===== src/rtl/alu.sv =====
// alu: registered 32-bit execute-stage ALU; nine operations, undefined opcodes yield zero.
module alu #(
  parameter int WIDTH = 32
) (
  input  logic             clk,
  input  logic             rst_n,
  input  logic [4:0]       opcode,
  input  logic [WIDTH-1:0] data_a,
  input  logic [WIDTH-1:0] data_b,
  output logic [WIDTH-1:0] data_out
);
  localparam int SW = $clog2(WIDTH);
  logic [WIDTH-1:0] data_d, data_q;
  logic [SW-1:0]    sh;
  logic             big_shift;
  assign sh        = data_b[SW-1:0];
  // The whole of data_b counts as the shift amount, so any upper bit saturates the shift.
  assign big_shift = |data_b[WIDTH-1:SW];
  always_comb begin
    data_d = '0;
    case (opcode)
      5'd0: data_d = data_a + data_b;
      5'd1: data_d = data_a - data_b;
      5'd2: data_d = data_a * data_b;
      5'd3: data_d = data_a & data_b;
      5'd4: data_d = data_a | data_b;
      5'd5: data_d = data_a ^ data_b;
      5'd6: data_d = big_shift ? '0 : data_a << sh;
      5'd7: data_d = big_shift ? {WIDTH{data_a[WIDTH-1]}} : WIDTH'($signed(data_a) >>> sh);
      5'd8: data_d = big_shift ? '0 : data_a >> sh;
      default: data_d = '0;
    endcase
  end
  always_ff @(posedge clk or negedge rst_n) begin
    if (!rst_n) data_q <= '0;
    else        data_q <= data_d;
  end
  assign data_out = data_q;
endmodule


===== config.mk =====
export PLATFORM = sky130hd
export DESIGN_NAME = alu
export DESIGN_NICKNAME = d
export VERILOG_FILES = /design/src/rtl/alu.sv
export SDC_FILE = /design/constraint.sdc
export NUM_CORES = 2
export LEC_CHECK = 0
export ABC_CLOCK_PERIOD_IN_PS = 980
export BUFFER_PORTS_ARGS = -buffer_cell sky130_fd_sc_hd__buf_4
export CORE_MARGIN = 5
export CORE_UTILIZATION = 40
export DETAILED_ROUTE_END_ITERATION = 8
export PLACE_DENSITY = 0.59
export SLEW_MARGIN = 20
export SYNTH_ARGS = -nofsm -noshare
export SYNTH_HDL_FRONTEND = slang
export SYNTH_SLANG_ARGS = --single-unit

===== constraint.sdc =====
create_clock -name clk -period 0.98 [get_ports clk]
set_input_delay 0 -clock clk [delete_from_list [all_inputs] [get_ports clk]]
set_output_delay 0 -clock clk [all_outputs]
set_load 0.005 [all_outputs]

### Yosys cells after proc, flatten, opt, wreduce, memory -nomap -nowiden

Cells that the tools add are included.

* register bits: 32
* input bits: 71
* logic and storage cells: 24

* $add $sub $neg: 2
* multiply operators: 1
* equality and inequality tests: 8
* shift operators: 3
* multiplexer cells: 4
* bitwise logic cells: 3
* reduce and logical (&&, ||, !) cells: 2

Operator list (number)
* $pmux 32 s9: 1
* $mux 32: 3
* $add 32x32->32: 1
* $and 32x32->32: 1
* $mul 32x32->32: 1
* $or 32x32->32: 1
* $shl 32x5->32: 1
* $shr 32x5->32: 1
* $sshr 32x5->32: 1
* $sub 32x32->32: 1
* $xor 32x32->32: 1
* $reduce_or 27->1: 1
* $eq 5x3->1 const B: 4
* $eq 5x2->1 const B: 2
* $eq 5x1->1 const B: 1
* $eq 5x4->1 const B: 1
* $logic_not 5->1: 1

### Logic depth before layout (Yosys ltp)

* word-level depth: 3
* mapped depth: 30
* gate-level depth less buffers: 26

### Least setup slack after synthesis

Ideal clock, no wire load.

* path type: input to register
* from: input port data_b[3]
* to: register data_q[31] (netlist: data_out[31])
* setup time: 0.145 ns
* arrival time: 7.184 ns
* required time: 0.835 ns
* path slack: -6.349 ns
* cell stages on the path: 28
* cell sequence: clkbuf_1 > inv_1 > clkbuf_1 > clkbuf_1 > buf_1 > nor2_1 > fa_1 > inv_1 > fa_1 > fa_1 > fa_1 > inv_1 > fa_1 > inv_1 > fa_1 > inv_1 > fa_1 > fa_1 > ha_1 > and3_1 > a31o_2 > a21oi_1 > o21ai_0 > a21oi_1 > o2111ai_1 > a21oi_1 > mux2i_1 > o221ai_1

* cells in the longest elaborated chain, start to end: 3

Ends and longest elaborated chain
* start, declared: RTL line 9 `input logic [WIDTH-1:0] data_b,`
* parallel branches: the longest is 2 deep, another holds $mul 32x32->32
* $pmux 32 s9 (*): RTL line 21 `case (opcode)`
* named net data_d[31]: RTL line 13 `logic [WIDTH-1:0] data_d, data_q;`
* end signal, assigned: RTL line 36 `else data_q <= data_d;`
* end, declared: RTL line 13

Mark *: on every way through the listed nets, which the timed path passes.

### Worst setup path in the final report

* from: input port data_b[6]
* to: register data_q[31] (netlist: data_out[31])

* cells in the longest elaborated chain, start to end: 3

Ends and longest elaborated chain (RTL line)
* parallel branches: the longest is 2 deep, another holds $mul 32x32->32
* $pmux 32 s9 (*): 21
* named net data_d[31]: 13

Marked as above.

==> metrics.csv <==
stage,metric,value,unit
status,outcome,finished with violations,
status,failed_checks,negative setup slack,
floorplanning,dieHeight,253,um
power,seq_power_share,0.011,
cts,clkTransAtPathRegs,0.06,ns
routing,drt_pass1_iterations,6,
power,cell_internal_pwr,79500,uW
final_layout,layout-drive-gt1-share,0.365,
global_routing,grt_antenna_before_repair,2,
global_routing,top_usage_layer,met2,
routing,ant_nets,0,
final_layout,utilization,0.595,
final_layout,layoutNonFillerInstCount,4467,
global_routing,grt_max_degree,64,
placement,place_area,31300,sq um
final_layout,areaGrowthSynthToFinish,47.9,%
final_layout,post-route-cell-area,35000,sq um
power,maximum_vdd_drop,11600,uV
worst_setup_path,critPathCaptureType,flip-flop,
floorplanning,row_count,89,
floorplanning,dieArea,64100,sq um
global_routing,grt_util_met3,0.0912,
cts,max-clock-path-buffers,2,
floorplanning,initial_utilization,0.402,
yosys,post-synth-top-area-cell,sky130_fd_sc_hd__fa_1,
sta,worst-slew-pin-transition,0.952,ns
routing,detail_route.drc_violations,0,
yosys,postSynth.topFlopCell,sky130_fd_sc_hd__dfrtp_1,
power,power.share.switching,0.505,
global_routing,vias_in_the_first_global_route,26759,
yosys,synth_sequential_area_ratio,0.0339,
cts,clock_tree.root_cell,sky130_fd_sc_hd__clkbuf_16,
floorplanning,chipWidth,253,um
yosys,yosys_register_bits,32,
worst_setup_path,timing.critical_path.fanout_max,7,
placement,io_buffers,102,
final_layout,nets,4392,
yosys,synth_edf_count,0,
power,power_density,4590,nW/um^2
global_routing,gr-usage-met2,0.615,
sta,layout_min_cycle_time,6.39,ns
final_layout,final.fill_count,5183,
worst_setup_path,worst_setup_path_startpoint,data_b[6],
cts,cts.sinks,32,
sta,rsz0062_at_grt,yes,
placement,placed_cells_incl_taps,4362,
floorplanning,boundaryPins,103,
cts,num_cts_buffers,5,
sta,final-setup-viol-count,32,
power,clkPwrFrac,0.012,
placement,gp_congestion,1.03,
power,net-switching-power,81000,uW
placement,hpwl,108000,um
routing,routed_wl,131000,um
sta,clock.fmax,0.156,GHz
floorplanning,area_of_the_core,58800,sq um
flow_run,max_cap_viol_count,0,
yosys,syn_inst,2897,
worst_setup_path,critPathLaunchType,input port,
yosys,ys_warn_count,0,
routing,avgRoutedWirePerCell,29.4,um
power,design_power_total,160000,uW
yosys,syn_area,23700,sq um
power,p_leak,0.0170,uW
cts,cts_htree_levels,2,
yosys,ys_types,82,
yosys,synth_top_cells_by_area,"sky130_fd_sc_hd__fa_1 (35%), sky130_fd_sc_hd__ha_1 (12%), sky130_fd_sc_hd__nor2_1 (7.3%), sky130_fd_sc_hd__inv_1 (6.8%), sky130_fd_sc_hd__nand2_1 (4.8%)",
sta,report.final.slew_viol_count,0,
global_routing,grt_pass1_wl,186000,um
sta,worst_slew_margin_rel,0.359,
yosys,async_reset_ff_frac,1.00,
cts,tritoncts,built,
worst_setup_path,worst_ep_required_time,1.13,ns
routing,viasPerCell,5.80,
global_routing,track_usage,0.401,
routing,via_count,25928,
yosys,syn_avg_cell_area,8.16,sq um
sta,pnr_worst_setup_slack,-5.41,ns
sta,totalNegativeSetupSlack,-134.89,ns
sta,final-hold-violation-count,0,
yosys,synth_largest_type_area_fraction,0.346,
power,power_frac_comb,0.977,
routing,drt_iter0_markers,2761,
min_path,min_path_type,input port to async pin,
global_routing,globalRoute.totalOverflow,0,
sta,timing.final.crit_share,6.52,
yosys,syn-num-nets,3597,
global_routing,use_met1,0.542,
worst_setup_path,worst_ep_arrival_time,6.54,ns
final_layout,flip_flop_count_of_the_largest_register_after_layout,32,
worst_setup_path,worst-setup-path-type,input port to flip-flop,
## per-layer routing
metal	share of wire	wire, um	up-vias
li1	-	-	10967
met1	0.40	52300	13063
met2	0.44	57200	1550
met3	0.10	13200	348
met4	0.064	8390	0
met5	0	0	-
## what timing repair did
action / 4_1_cts / 5_1_grt
pin swaps: 142 / 99
buffers inserted: 66 / 40
setup endpoints to repair: 32 / 32
hold buffers: 1 / 0
gates resized for setup: 434 / 134
cloned: 6 / 2
endpoints found under the hold margin: 32 / 0
## cell families after synthesis
group,synth area share
and+or+nand+nor,0.161
AOI/OAI and AO/OA,0.127
muxes,0.0641
xor gates and xnor gates,0.0483
adders and majority gates,0.463
DFF,0.0339
buffers and inverters,0.103
## worst max-delay path by stage
stage	to	slack, ns
finish	data_out[31]	-5.41
global route	data_out[31]	-5.56
CTS	data_out[31]	-5.37
detailed placement	data_out[29]	-5.94
global placement	data_out[29]	-5.94
floorplan	data_out[31]	-5.43
## cell usage after synthesis (all sizes together) (7+ instances only)
master	n
o22ai	12
or3	11
a21o	28
nor3	36
xor2	25
o31ai	9
clkinv	14
a31oi	18
o311ai	13
mux2i	57
nand3	28
a211oi	12
nor2b	11
a221o	7
clkbuf	121
nor4	7
o21bai	7
and3	11
dfrtp	32
nand2	305
nor2	459
o221ai	10
a221oi	23
inv	438
buf	60
nand4	7
a22o	30
or2	8
fa	409
mux4	39
o211ai	17
xnor2	102
nand2b	12
o21ai	114
a211o	9
ha	220
o21a	9
a21oi	106
## power by group through the flow
stage	registers, uW	clock network (uW)	logic (uW)
6_report	1830	1870	157000
2_1_floorplan	1790	0	69100
3_3_place_gp	1820	0	118000
5_1_grt	1820	1960	162000
3_5_place_dp	1830	0	118000
4_1_cts	1830	1900	144000
## layout by cell type, fill, tap and decap left out, types with 22 or more instances in the layout
cell	n
sky130_fd_sc_hd__buf_8	33
sky130_fd_sc_hd__fa_1	387
sky130_fd_sc_hd__a21oi_1	84
sky130_fd_sc_hd__mux2i_1	54
sky130_fd_sc_hd__buf_12	55
sky130_fd_sc_hd__nor2_1	403
sky130_fd_sc_hd__buf_6	82
sky130_fd_sc_hd__o21ai_0	83
sky130_fd_sc_hd__a21o_1	28
sky130_fd_sc_hd__nand3_1	25
sky130_fd_sc_hd__ha_4	51
sky130_fd_sc_hd__nor3_1	29
sky130_fd_sc_hd__dfrtp_1	32
sky130_fd_sc_hd__nand2_1	292
sky130_fd_sc_hd__a22o_1	30
sky130_fd_sc_hd__fa_2	22
sky130_fd_sc_hd__mux4_2	39
sky130_fd_sc_hd__inv_2	29
sky130_fd_sc_hd__ha_1	167
sky130_fd_sc_hd__nor2_2	32
sky130_fd_sc_hd__buf_4	786
sky130_fd_sc_hd__inv_1	392
sky130_fd_sc_hd__nor2_4	24
sky130_fd_sc_hd__xnor2_1	93
## worst max-delay path: stages
cell and delay, ns:
sky130_fd_sc_hd__buf_8 0.09, sky130_fd_sc_hd__clkinvlp_4 0.20, sky130_fd_sc_hd__buf_6 0.21, sky130_fd_sc_hd__buf_6 0.12
sky130_fd_sc_hd__nor2_4 0.07, sky130_fd_sc_hd__fa_1 0.43, sky130_fd_sc_hd__inv_1 0.08, sky130_fd_sc_hd__fa_1 0.43
sky130_fd_sc_hd__fa_1 0.54, sky130_fd_sc_hd__fa_1 0.46, sky130_fd_sc_hd__fa_1 0.52, sky130_fd_sc_hd__fa_1 0.57
sky130_fd_sc_hd__fa_2 0.48, sky130_fd_sc_hd__fa_2 0.39, sky130_fd_sc_hd__xnor2_2 0.16, sky130_fd_sc_hd__xnor2_2 0.15
sky130_fd_sc_hd__xnor2_1 0.14, sky130_fd_sc_hd__xnor2_1 0.28, sky130_fd_sc_hd__xnor2_2 0.17, sky130_fd_sc_hd__xnor3_2 0.30
sky130_fd_sc_hd__mux2_4 0.32, sky130_fd_sc_hd__a221oi_2 0.25, sky130_fd_sc_hd__o221ai_1 0.15
## through the flow
stage,setup slack (ns),hold slack [ns]
after detailed placement,-5.94,-0.0201
after floorplan,-5.43,-0.296
after global routing,-5.56,0.271
final,-5.41,0.213
after CTS,-5.37,0.227
after global placement,-5.94,-0.0355
## area by class of cell
| class | instances | area, sq um | area share |
|---|---|---|---|
| antenna | 1 | 2.50 | 0.0000716 |
| clock buffer | 5 | 125 | 0.00358 |
| clock inverter | 3 | 42.5 | 0.00122 |
| inverter | 452 | 1830 | 0.0522 |
| multi-input combinational | 2232 | 22400 | 0.642 |
| sequential | 32 | 801 | 0.0229 |
| tap | 773 | 967 | 0.0277 |
| timing repair buffer | 969 | 8770 | 0.251 |
Note: power is estimated with default switching activity, not from simulation.
